$ cat src/rtl/seq_detector_param_if.sv
// Bus bundle for seq_detector_param: serial bit stream, pattern load port and
// detector outputs (plus a state debug tap).
interface seq_detector_param_if #(
  parameter int PAT_W = 8,
  parameter int CNT_W = 8
);
   localparam int LW = $clog2(PAT_W + 1);

   // No back-pressure: x is consumed on every rising edge where x_valid is high.
   logic             x;
   logic             x_valid;
   logic             pat_load;
   logic [PAT_W-1:0] pat_in;
   logic [LW-1:0]    pat_len;
   logic             overlap;
   logic             clr_cnt;
   logic             y;
   logic [CNT_W-1:0] match_cnt;
   logic             cfg_err;
   logic             armed;
   logic             dbg_state;

   modport master (
      output x, x_valid, pat_load, pat_in, pat_len, overlap, clr_cnt,
      input  y, match_cnt, cfg_err, armed, dbg_state
   );

   modport slave (
      input  x, x_valid, pat_load, pat_in, pat_len, overlap, clr_cnt,
      output y, match_cnt, cfg_err, armed, dbg_state
   );
endinterface

$ cat src/rtl/seq_detector_param.sv
// Programmable serial pattern detector with overlap mode and a saturating match
// counter that is only built when SEQDET_MATCH_CNT_EN is defined.
module seq_detector_param #(
   parameter int PAT_W = 8,
   parameter int CNT_W = 8
) (
   input logic                 clk,
   input logic                 reset,
   seq_detector_param_if.slave bus
);
   localparam int LW = $clog2(PAT_W + 1);
   localparam logic [LW-1:0] MAX_LEN = LW'(PAT_W);

   typedef enum logic {UNCFG = 1'b0, RUN = 1'b1} state_e;

   state_e           state_q;
   logic [PAT_W-1:0] hist_q, hist_d;
   logic [PAT_W-1:0] pat_q;
   logic [LW-1:0]    len_q;
   logic [LW-1:0]    fill_q, fill_d;
   logic             ovl_q;
   logic             y_q;
   logic             cfg_err_q;
   logic [PAT_W-1:0] mask;
   logic [LW-1:0]    fill_inc;
   logic             load_ok;
   logic             match_d;

   assign load_ok = (bus.pat_len != '0) && (bus.pat_len <= MAX_LEN);

   always_comb begin
      mask = '0;
      for (int i = 0; i < PAT_W; i++) mask[i] = (i < int'(len_q));
      hist_d   = {hist_q[PAT_W-2:0], bus.x};
      fill_inc = (fill_q == len_q) ? fill_q : fill_q + LW'(1);
      match_d  = !bus.pat_load && (state_q == RUN) && bus.x_valid &&
                 (fill_inc == len_q) && (((hist_d ^ pat_q) & mask) == '0);
      // Non-overlapping mode needs a full fresh window before the next match.
      fill_d   = (match_d && !ovl_q) ? '0 : fill_inc;
   end

   always_ff @(posedge clk or negedge reset) begin
      if (!reset) begin
         state_q   <= UNCFG;
         hist_q    <= '0;
         pat_q     <= '0;
         len_q     <= '0;
         fill_q    <= '0;
         ovl_q     <= 1'b0;
         y_q       <= 1'b0;
         cfg_err_q <= 1'b0;
      end else begin
         y_q <= 1'b0;
         if (bus.pat_load) begin
            hist_q <= '0;
            fill_q <= '0;
            if (load_ok) begin
               state_q   <= RUN;
               pat_q     <= bus.pat_in;
               len_q     <= bus.pat_len;
               ovl_q     <= bus.overlap;
               cfg_err_q <= 1'b0;
            end else begin
               state_q   <= UNCFG;
               cfg_err_q <= 1'b1;
            end
         end else if (state_q == RUN && bus.x_valid) begin
            hist_q <= hist_d;
            fill_q <= fill_d;
            y_q    <= match_d;
         end
      end
   end

`ifdef SEQDET_MATCH_CNT_EN
   logic [CNT_W-1:0] cnt_q, cnt_d;

   always_comb begin
      cnt_d = cnt_q;
      if (bus.clr_cnt)                   cnt_d = '0;
      else if (match_d && cnt_q != '1)   cnt_d = cnt_q + CNT_W'(1);
   end

   always_ff @(posedge clk or negedge reset) begin
      if (!reset) cnt_q <= '0;
      else        cnt_q <= cnt_d;
   end

   assign bus.match_cnt = cnt_q;
`else
   logic unused_clr_cnt;
   assign unused_clr_cnt = bus.clr_cnt;
   assign bus.match_cnt  = '0;
`endif

   assign bus.y         = y_q;
   assign bus.cfg_err   = cfg_err_q;
   assign bus.armed     = (state_q == RUN);
   assign bus.dbg_state = state_q;
endmodule

$ cat src/flat_wrapper.sv
// flat-port wrapper written by rule: the top's interface ports become plain ports
module seq_detector_param_flat 
#(
   parameter int PAT_W = 8,
   parameter int CNT_W = 8
)
  (clk, reset, bus_x, bus_x_valid, bus_pat_load, bus_pat_in, bus_pat_len, bus_overlap, bus_clr_cnt, bus_y, bus_match_cnt, bus_cfg_err, bus_armed, bus_dbg_state);
  seq_detector_param_if #(.PAT_W(PAT_W), .CNT_W(CNT_W)) bus_i ();
  input logic clk;
  input logic reset;
  input wire logic [$bits(bus_i.x)-1:0] bus_x;
  input wire logic [$bits(bus_i.x_valid)-1:0] bus_x_valid;
  input wire logic [$bits(bus_i.pat_load)-1:0] bus_pat_load;
  input wire logic [$bits(bus_i.pat_in)-1:0] bus_pat_in;
  input wire logic [$bits(bus_i.pat_len)-1:0] bus_pat_len;
  input wire logic [$bits(bus_i.overlap)-1:0] bus_overlap;
  input wire logic [$bits(bus_i.clr_cnt)-1:0] bus_clr_cnt;
  output wire logic [$bits(bus_i.y)-1:0] bus_y;
  output wire logic [$bits(bus_i.match_cnt)-1:0] bus_match_cnt;
  output wire logic [$bits(bus_i.cfg_err)-1:0] bus_cfg_err;
  output wire logic [$bits(bus_i.armed)-1:0] bus_armed;
  output wire logic [$bits(bus_i.dbg_state)-1:0] bus_dbg_state;
  assign bus_i.x = bus_x;
  assign bus_i.x_valid = bus_x_valid;
  assign bus_i.pat_load = bus_pat_load;
  assign bus_i.pat_in = bus_pat_in;
  assign bus_i.pat_len = bus_pat_len;
  assign bus_i.overlap = bus_overlap;
  assign bus_i.clr_cnt = bus_clr_cnt;
  assign bus_y = bus_i.y;
  assign bus_match_cnt = bus_i.match_cnt;
  assign bus_cfg_err = bus_i.cfg_err;
  assign bus_armed = bus_i.armed;
  assign bus_dbg_state = bus_i.dbg_state;
  seq_detector_param #(.PAT_W(PAT_W), .CNT_W(CNT_W)) u_core (.clk(clk), .reset(reset), .bus(bus_i));
endmodule
$ cat config.mk
export PLATFORM = sky130hd
export DESIGN_NAME = seq_detector_param_flat
export DESIGN_NICKNAME = d
export VERILOG_FILES = /design/src/rtl/seq_detector_param_if.sv /design/src/rtl/seq_detector_param.sv /design/src/flat_wrapper.sv
export SDC_FILE = /design/constraint.sdc
export NUM_CORES = 1
export LEC_CHECK = 0
export CAP_MARGIN = 20
export CORE_AREA = 3 3 57 59
export DETAILED_ROUTE_END_ITERATION = 10
export DIE_AREA = 0 0 60 62
export HOLD_SLACK_MARGIN = 0.1
export PLACE_DENSITY = 0.83
export RECOVER_POWER = 100
export SYNTH_ARGS = -nofsm -noshare
export SYNTH_HDL_FRONTEND = slang
export SYNTH_SLANG_ARGS = --single-unit
$ cat constraint.sdc
create_clock -name clk -period 4.91 [get_ports clk]
set_input_delay 0.7365 -clock clk [delete_from_list [all_inputs] [get_ports clk]]
set_output_delay 0.7365 -clock clk [all_outputs]
set_load 0.02 [all_outputs]
==> impl_results.md, run 1 <==
- Unrepaired setup endpoints after global routing: no
- CP cell instances: dlygate4sd3_1 -> nand2_1 -> mux2_1
- DP Wirelength: between 2000 and 2500 um
- Hold Crit Depth: 1
- Synth Cell Area: roughly 1500 um^2
- Layout Utilization: between 60% and 70%
- H-tree levels: 1
- Crit path max-delay cell type: dlygate4sd3_1
- DR DRC count: 0
- Most frequent cells in the layout: dfrtp_1 (27), nand2_1 (20), clkdlybuf4s50_1 (14), a21oi_1 (13), mux2_2 (10)
- CTS clk-pin slew, worst paths: roughly 0.14 ns
- Ports: 31
- DR pass1 iterations: 4
- Worst hold path type: flip-flop to flip-flop
- Vias: 1131
- Routability Congestion: ~0.80
- Syn_area_per_cell: about 10 um^2
- Overall Global Routing Usage: 17.5%
- Die height: 62 um
- Synth top area cells: dfrtp_1 (44%), mux2_2 (7.3%), xor2_1 (5.1%), nand2_1 (4.9%), buf_4 (4.4%)
- Final WS setup: ~2.4 ns
- Fmax: roughly 0.40 GHz
- Synthesized instance count: 152
- WL/cell: between 10 and 15 um
- Starting Density: between 50 and 60%
- IO Port Bufs: 21
- Worst r2r path cells: 5
- Slew @ Worst Pin: roughly 0.97 ns
- Largest net degree at the start of global routing: 19
- Setup TNS: 0 ns
- Largest area contributor in the netlist: dfrtp_1
- Post_cts resized: 0
- Max-cap viol count: 0
- DIE WIDTH: about 60 um
- Period minus WS final: between 2 and 3 ns
- Post CTS Setup Buffer Count: 0
- DP Worst Slack: ~2.1 ns
- Synth Register Bits: 27
- Critical path type: primary input to flip-flop
- Leak pwr: between 0.7 and 0.8 nW
- Distinct cells, synth: 43
- Area Overhead vs Synth: 12.6%
- Core ar.: 2760 um^2
- Worst Path Max Fanout: 17
- Final period util: about half
- CTS Hold Buffers Added: 0
- Hold Vio Cnt, Final: 0
- Die area: between 3000 and 4000 um^2
- TritonCTS buffer count: 3
- Final setup violation count: 0
- Number of global-route vias before repair: 1083
- Final layout net count: 188
- Cell row count: 19
- CTS tree: yes
- Skew final: approximately 0.0025 ns
- Delay of the slowest cell on the worst path: 0.96 ns
- First-pass GRT wire length: 4920 um
- Initial antenna violation count: 0
- Yosys top cell area share: 43.9%
- WP data arrival: around 2.7 ns
- # fillers: roughly 220
- GRT Residual Overflow: 0
- Worst skew pair latency: approximately 0.32 ns
- Vias per cell: 5.71
- Antenna Cells: 0
- Antenna viol nets, final: 0
- Critical path endpoint category: flip-flop
- Final Max Slew Viols: 0
- Commonest non-fill, non-tap cell in the layout: dfrtp_1
- Status: completed
- Crit path required time: just over 5 ns
- Peak supply drop: roughly 0.22 mV
- Root Buffer: clkbuf_4
- Drt first-iter violations: 56
- Yosys warnings: 0
- Clock tree buffer depth: 2
- Relative slew margins: a little over a third
- Register area share after synthesis: 43.9%
- Share of layout cells above drive strength 1: about an eighth
- Startpoint types: primary input
- DRT Wirelength: about 3000 um
- Power density cells: approximately 290 nW/um^2
- Total clock sinks: 27
==> flip-flops by register name (all words and copies together), names as in the netlist <==
register	count
u_core.bus.armed	1
u_core.fill_q	4
u_core.bus.y	1
u_core.pat_q	8
u_core.bus.cfg_err	1
u_core.hist_q	7
u_core.len_q	4
u_core.ovl_q	1
==> power by group <==
part	internal [W]	switching (W)
Sequential	0.000245	0.0000275
Clock	0.0000305	0.0000645
Combinational	0.0000646	0.0000672
==> worst max-delay path, delay by kind of cell <==
kind	cells	cell delay [ns]
simple gates	1	0.55
buf+inv	1	0.96
mux	1	0.48
==> routing by layer <==
| layer | global-route usage [%] | wire (um) |
|---|---|---|
| met1 | 21.9 | 1200 |
| met2 | 31.3 | 1590 |
| met3 | 2.69 | 163 |
| met4 | 5.38 | 17 |
| met5 | 0 | 0 |
==> cell usage after synthesis (all sizes together) <==
| cell type | instances |
|---|---|
| clkbuf | 4 |
| conb | 1 |
| a31oi | 1 |
| mux2i | 2 |
| xnor2 | 4 |
| and2 | 3 |
| inv | 4 |
| or2 | 2 |
| nor3 | 4 |
| dfrtp | 27 |
| a211oi | 3 |
| o22ai | 1 |
| ha | 1 |
| nand3 | 1 |
| nand2 | 20 |
| or4b | 1 |
| nor2b | 1 |
| xor2 | 10 |
| buf | 14 |
| a2111oi | 1 |
| a21oi | 13 |
| nor4 | 2 |
| a211o | 1 |
| a31o | 2 |
| o2111a | 1 |
| a222oi | 1 |
| nor2 | 3 |
| a221oi | 3 |
| or4 | 2 |
| mux2 | 12 |
| o21a | 1 |
| nand2b | 1 |
| o21ai | 5 |
==> worst paths after layout <==
kind / from / endpoint / slack [ns]
worst max register to register: u_core.len_q[1] / u_core.fill_q[0] / 2.64
max in group asynchronous: reset / u_core.pat_q[3] / 2.92
worst min register to register: u_core.bus.cfg_err / u_core.bus.cfg_err / 0.50
worst min-delay path: u_core.bus.cfg_err / u_core.bus.cfg_err / 0.50
worst max-delay path: bus_pat_load / u_core.pat_q[2] / 2.40
min in group asynchronous: reset / u_core.bus.cfg_err / 0.78
==> kinds of logic after synthesis <==
family	after synthesis	synth area share, %
muxes	14	10.1
adders and majority gates	1	0.814
buffers and inverters	22	8.30
other	1	0.244
DFF	27	43.9
and+or+nand+nor	40	13.3
AOI/OAI and AO/OA	33	14.9
xor gates and xnor gates	14	8.46
==> metrics by stage <==
step                      instance area (um^2)  hold WS, ns  cells  total power (W)
after floorplan                           1560        0.441    159         0.000374
after global placement                    1700        0.461    193         0.000402
after detailed placement                  1730        0.473    194         0.000411
after CTS                                 1760        0.506    198         0.000505
after global routing                      1730        0.510    198         0.000528
final                                     1730        0.496    198         0.000499
==> layout make-up <==
| cell class | count | area (um^2) | area share (%) |
|---|---|---|---|
| clock inverters | 1 | 5.00 | 0.289 |
| flip-flops and latches | 27 | 676 | 39.0 |
| well taps | 31 | 38.8 | 2.24 |
| multi-input cells | 110 | 761 | 43.9 |
| clock buffers | 3 | 22.5 | 1.30 |
| inverters | 4 | 15.0 | 0.867 |
| repair buffers | 22 | 214 | 12.4 |
Note: power is estimated with default switching activity, not from simulation.
==> inputs of run 2 (changes only) <==
- CORE_AREA: 3 3 57 59 -> 3 3 59 61
- DIE_AREA: 0 0 60 62 -> 0 0 62 64
- PLACE_DENSITY: 0.83 -> 0.78
- clock period: 4.91 -> 2.4 ns (I/O delays scaled with it)
==> run 2 against run 1 <==
Clock power grew 100%. Wire length grew 0.88%. Critical path depth grew 3. Register-to-register slack lost 2.4 ns. First-iteration DRC count shrank 27%. Power grew 110%. Combinational power grew 130%. Final cell count grew 10%. Worst setup slack lost 2.2 ns. Largest power group unchanged. Highest routed layer unchanged.
==> impl_results.md, run 2 (same netlist as run 1, synthesis figures left out) <==
- Status: completed
- Leak pwr: 0.745 nW (+3.8%)
- Final Max Slew Viols: 0 (unchanged)
- Root Buffer: clkbuf_4
- Non-Filler Instances: 218 (+10%)
- Period minus WS final: 2.16 ns
- Commonest non-fill, non-tap cell in the layout: dfrtp_1
- Ports: 31 (unchanged)
- TritonCTS buffer count: 3 (unchanged)
- Total clock sinks: 27 (unchanged)
- Final layout net count: 195 (+3.7%)
- Comb pwr share: 29.4% (+3.0 points)
- CTS clk-pin slew, worst paths: 0.14 ns (about the same)
- Flop pwr share: 52.1% (-2.5 points)
- Peak supply drop: 0.351 mV (+62%)
- Vias per cell: 5.34 (-6.4%)
- Crit path max-delay cell type: dlygate4sd3_1
- Slew @ Worst Pin: 1.45 ns (+0.479 ns)
- Antenna viol nets, final: 0 (unchanged)
- WP data arrival: 2.38 ns (-0.34 ns)
- GRT Residual Overflow: 0 (unchanged)
- Vias: 1165 (+3.0%)
- Final period util: between 90% and 100%
- Clock share of power: 18.5% (-0.5 points)
- Relative slew margins: 3.50% (-32 points)
- Largest register FFs: 8 (unchanged)
- Largest net degree at the start of global routing: 28 (+9)
- Overall Global Routing Usage: 16.9% (-0.59 points)
- Cell row count: 20 (+1)
- Critical path endpoint category: flip-flop
- CP cell instances: dlygate4sd3_1 -> nor3_1 -> xnor2_1 -> nand2_1 -> clkbuf_1 -> mux2_2
- Worst skew pair latency: 0.31 ns (about the same)
- Die area: 3970 um^2 (+6.7%)
- DR DRC count: 0 (unchanged)
- Setup TNS: 0 ns (unchanged)
- Skew final: 0.00269 ns (+0.000160 ns)
- Startpoint types: primary input
- CTS Hold Buffers Added: 0 (unchanged)
- Critical path type: primary input to flip-flop
- Clock tree buffer depth: 2 (unchanged)
- Share of layout cells above drive strength 1: 15.5% (+2.3 points)
- DRT Wirelength: 2990 um (+0.88%)
- Worst Path Buf+Inv: 2 (+1)
- Power density cells: 576 nW/um^2 (+100%)
- Cell family with most CP delay: buffers and inverters
- Delay of the slowest cell on the worst path: 0.55 ns (-0.41 ns)
- Post_cts resized: 0 (unchanged)
- IO Port Bufs: 21 (unchanged)
- Crit path required time: 2.61 ns (-2.52 ns)
- Final setup violation count: 0 (unchanged)
- WL/cell: 13.7 um (-8.4%)
- Hold Vio Cnt, Final: 0 (unchanged)
- Routability Congestion: 0.878 (+10%)
- Die height: 64 um (+3.2%)
- Worst Path Max Fanout: 11 (-6)
- DR pass1 iterations: 5 (+1)
- Hold WS: 0.494 ns (-0.00183 ns)
- Sw power: 0.000322 W (+100%)
- Unrepaired setup endpoints after global routing: no
- Placed cell count: 214 (+10%)
- Most frequent cells in the layout: dfrtp_1 (27), nand2_1 (20), a21oi_1 (13), clkdlybuf4s50_1 (13), mux2_2 (10)
- Post CTS Setup Buffer Count: 0 (unchanged)
- Internal power: 0.000713 W (+110%)
- Worst hold path type: flip-flop to flip-flop
- Fmax: ~0.46 GHz
- Initial antenna violation count: 0 (unchanged)
- DP Wirelength: 2310 um (+4.2%)
- Drt first-iter violations: 41 (-27%)
- Starting Density: 50.8% (-5.0 points)
- Top reg by flops: u_core.pat_q
- H-tree levels: 1 (unchanged)
- CTS tree: yes
- Regs by FF count: u_core.pat_q (8), u_core.hist_q (7)
- Antenna Cells: 0 (unchanged)
- Number of global-route vias before repair: 1159 (+7.0%)
- DIE WIDTH: 62 um (+3.3%)
- Max-cap viol count: 0 (unchanged)
- Core ar.: 3030 um^2 (+9.8%)
- First-pass GRT wire length: 5180 um (+5.2%)
- Sw frac: 31.1% (-0.80 points)
- Area Overhead vs Synth: 16.8%
-- run 2: cell types whose count changed in the layout (fill, tap and decap cells not counted), sizes merged --
cell	previous run	this run
clkinv	1	0
dlygate4sd3	7	8
clkbuf	4	6
buf	0	6
clkdlybuf4s50	14	13
-- run 2: final timing paths --
check | startpoint | end | slack [ns] | cells past startpoint
max in group asynchronous | reset | u_core.pat_q[3] | 0.67 | 2
max reg2reg | u_core.len_q[0] | u_core.fill_q[0] | 0.25 | 5
max | bus_pat_len[1] | u_core.pat_q[4] | 0.24 | 6
min | u_core.bus.cfg_err | u_core.bus.cfg_err | 0.49 | 1
min in group asynchronous | reset | u_core.bus.cfg_err | 0.89 | 2
min reg2reg | u_core.bus.cfg_err | u_core.bus.cfg_err | 0.49 | 1
-- run 2: power by group through the flow --
| stage | Sequential, W | Combinational (W) | Clock (W) |
|---|---|---|---|
| 2_1_floorplan | 0.000544 | 0.000220 | 0 |
| 3_3_place_gp | 0.000545 | 0.000300 | 0 |
| 3_5_place_dp | 0.000549 | 0.000309 | 0 |
| 4_1_cts | 0.000539 | 0.000310 | 0.000200 |
| 5_1_grt | 0.000545 | 0.000335 | 0.000213 |
| 6_report | 0.000539 | 0.000304 | 0.000191 |
-- run 2: stage by stage --
step | setup slack, ns | cell area [um^2] | total power [W] | utilization [%]
after global routing | 0.0828 | 1800 | 0.00109 | 59.3
final | 0.239 | 1800 | 0.00103 | 59.3
after CTS | 0.308 | 1800 | 0.00105 | 59.5
after floorplan | 0.396 | 1560 | 0.000764 | -
after detailed placement | 0.313 | 1780 | 0.000858 | 58.7
after global placement | 0.347 | 1780 | 0.000845 | 58.7
-- run 2: final cells by class --
type / count / area (um^2)
Tap cell: 44 / 55.1
Fill cell: 251 / 1230
Timing Repair Buffer: 29 / 263
Multi-Input combinational cell: 110 / 761
Inverter: 4 / 15.0
Clock buffer: 4 / 26.3
Sequential cell: 27 / 676
-- run 2: per-layer routing --
layer  global-route usage (%)  vias to the layer above  wire (um)
met5                        0                        -          0
met4                     6.10                        0         46
met3                     2.02                        6        126
met2                     28.4                       37       1560
met1                     21.8                      566       1260
li1                         -                      556          -
==> inputs of run 3 (changes only) <==
- CORE_AREA: 3 3 59 61 -> 3 3 54 68
- DIE_AREA: 0 0 62 64 -> 0 0 57 71
- PLACE_DENSITY: 0.78 -> 0.76
==> run 3 against run 2 <==
Design area grew 0.35%. Clock power is 38% higher. Power grew 6.5%. Critical path depth shrank 1. Global-route usage is 0.96 points lower. Worst setup slack improved by 0.00087 ns. Via count increased by 0.26%. Die area up 2.0%. Utilization fell by 2.4 points. Final cell count decreased by 3.2%. Sequential power barely moved. Largest cell class unchanged. Non-clock buffer count is the same.
==> impl_results.md, run 3 (same netlist as run 1, synthesis figures left out) <==
- Status: completed
- Overall Global Routing Usage: 16.0% (-0.96 points)
- Fmax: 0.463 GHz (about the same)
- Skew final: 0.00170 ns (-0.000986 ns)
- Final Max Slew Viols: 0 (unchanged)
- Starting Density: 48.6% (-2.2 points)
- Leak pwr: 0.747 nW (+0.29%)
- DP Wirelength: 2350 um (+1.6%)
- Area of the multi-input gates: 757 um^2 (-0.49%)
- WL/cell: 14.2 um (+3.1%)
- Routability Congestion: 0.910 (+3.7%)
- Unrepaired setup endpoints after global routing: no
- Power density cells: 611 nW/um^2 (+6.1%)
- # fillers: 295 (+18%)
- Clock tree buffer depth: 2 (unchanged)
- IO Port Bufs: 21 (unchanged)
- Area Overhead vs Synth: 17.2%
- Period minus WS final: 2.16 ns (-0.000873 ns)
- Worst hold path type: flip-flop to flip-flop
- DR pass1 iterations: 5 (unchanged)
- DR DRC count: 0 (unchanged)
- WP data arrival: 2.29 ns (-0.09 ns)
- Die height: 71 um (+11%)
- Post CTS Setup Buffer Count: 0 (unchanged)
- Vias per cell: 5.54 (+3.6%)
- Placed cell count: 207 (-3.3%)
- Worst skew pair latency: 0.28 ns (-0.03 ns)
- Post_cts resized: 0 (unchanged)
- Ports: 31 (unchanged)
- TritonCTS buffer count: 3 (unchanged)
- Regs by FF count: u_core.pat_q (8), u_core.hist_q (7)
- Max-cap viol count: 0 (unchanged)
- Final period util: 90.0% (about the same)
- CTS Hold Buffers Added: 0 (unchanged)
- Critical path endpoint category: flip-flop
- Total clock sinks: 27 (unchanged)
- Cell row count: 23 (+15%)
- Most frequent cells in the layout: dfrtp_1 (27), nand2_1 (20), clkdlybuf4s50_1 (14), a21oi_1 (13), mux2_2 (10)
- Hold Vio Cnt, Final: 0 (unchanged)
- Vias: 1168 (+0.26%)
- Total area of sequential cells: 676 um^2 (unchanged)
- DIE WIDTH: 57 um (-8.1%)
- Final setup violation count: 0 (unchanged)
- Root Buffer: clkbuf_8
- Non-Filler Instances: 211 (-3.2%)
- Drt first-iter violations: 41 (unchanged)
- Initial antenna violation count: 0 (unchanged)
- Core ar.: 3170 um^2 (+4.5%)
- First-pass GRT wire length: 5070 um (-2.0%)
- Flop2flop setup slack: 0.24 ns (about the same)
- Share of layout cells above drive strength 1: 14.9% (-0.57 points)
- Die area: 4050 um^2 (+2.0%)
- Worst Path Max Fanout: 4 (-7)
- Antenna viol nets, final: 0 (unchanged)
- Peak supply drop: 0.518 mV (+48%)
- Setup TNS: 0 ns (unchanged)
- CTS clk-pin slew, worst paths: 0.09 ns (-0.05 ns)
- Antenna Cells: 0 (unchanged)
- DRT Wirelength: 2990 um (-0.17%)
- Slew @ Worst Pin: 1.43 ns (-0.0225 ns)
- Critical path type: flip-flop to flip-flop
- Relative slew margins: 5.00% (+1.5 points)
- CTS tree: yes
- Final layout net count: 195 (unchanged)
- Startpoint types: flip-flop
- Largest net degree at the start of global routing: 28 (unchanged)
- Crit path required time: 2.53 ns (-0.08 ns)
- H-tree levels: 1 (unchanged)
- Top reg by flops: u_core.pat_q
- Largest register FFs: 8 (unchanged)
- Number of global-route vias before repair: 1094 (-5.6%)
- Commonest non-fill, non-tap cell in the layout: dfrtp_1
- GRT Residual Overflow: 0 (unchanged)
==> run 3: changes by cell type in the layout (fill, tap and decap cells not counted), sizes merged <==
| cell | change |
|---|---|
| buf | -2 |
| clkbuf | +1 |
| clkdlybuf4s50 | +1 |
| clkinvlp | +1 |
| dlygate4sd3 | -1 |
==> run 3: stage by stage <==
step | utilization [%] | total power, W | setup WS, ns | instance area (um^2) | hold WS [ns]
2_1_floorplan | - | 0.000764 | 0.396 | 1560 | 0.0644
3_3_place_gp | 55.8 | 0.000847 | 0.265 | 1770 | 0.464
3_5_place_dp | 55.8 | 0.000858 | 0.191 | 1770 | 0.477
4_1_cts | 57.4 | 0.00112 | 0.280 | 1820 | 0.456
5_1_grt | 56.9 | 0.00116 | 0.0766 | 1800 | 0.521
6_report | 56.9 | 0.00110 | 0.240 | 1800 | 0.486
==> run 3: worst paths after layout <==
check	from	endpoint	cells past startpoint
max	u_core.len_q[0]	u_core.fill_q[1]	5
min	u_core.bus.cfg_err	u_core.bus.cfg_err	1
max reg2reg	u_core.len_q[0]	u_core.fill_q[1]	5
min reg2reg	u_core.bus.cfg_err	u_core.bus.cfg_err	1
max in group asynchronous	reset	u_core.fill_q[2]	2
min in group asynchronous	reset	u_core.ovl_q	2
==> run 3: critical path, stage by stage (launching register included) <==
cell and delay, ns:
dfrtp_1 0.39, or4b_1 0.58, a2111oi_2 0.32, o21ai_1 0.16, a221oi_2 0.43, a211oi_1 0.14
==> run 3: routing by layer <==
| metal | share of wire (%) | vias up | wire (um) | global-route usage, % |
|---|---|---|---|---|
| li1 | - | 556 | - | - |
| met1 | 38 | 576 | 1140 | 19.0 |
| met2 | 56 | 31 | 1670 | 28.7 |
| met3 | 4.3 | 5 | 130 | 2.74 |
| met4 | 1.5 | 0 | 46 | 5.41 |
| met5 | 0 | - | 0 | 0 |
==> run 3: cell type report <==
class	count	share of cell area [%]
Clock buffer	3	2.29
Clock inverter	1	0.417
Inverter	4	0.833
Multi-Input combinational cell	110	42.0
Sequential cell	27	37.5
Tap cell	37	2.57
Timing Repair Buffer	29	14.4
==> run 3: power breakdown <==
group	leakage [nW]	internal, W	switching, W
Combinational	0.381	0.000144	0.000156
Clock	0.0217	0.000118	0.000145
Sequential	0.345	0.000501	0.0000366
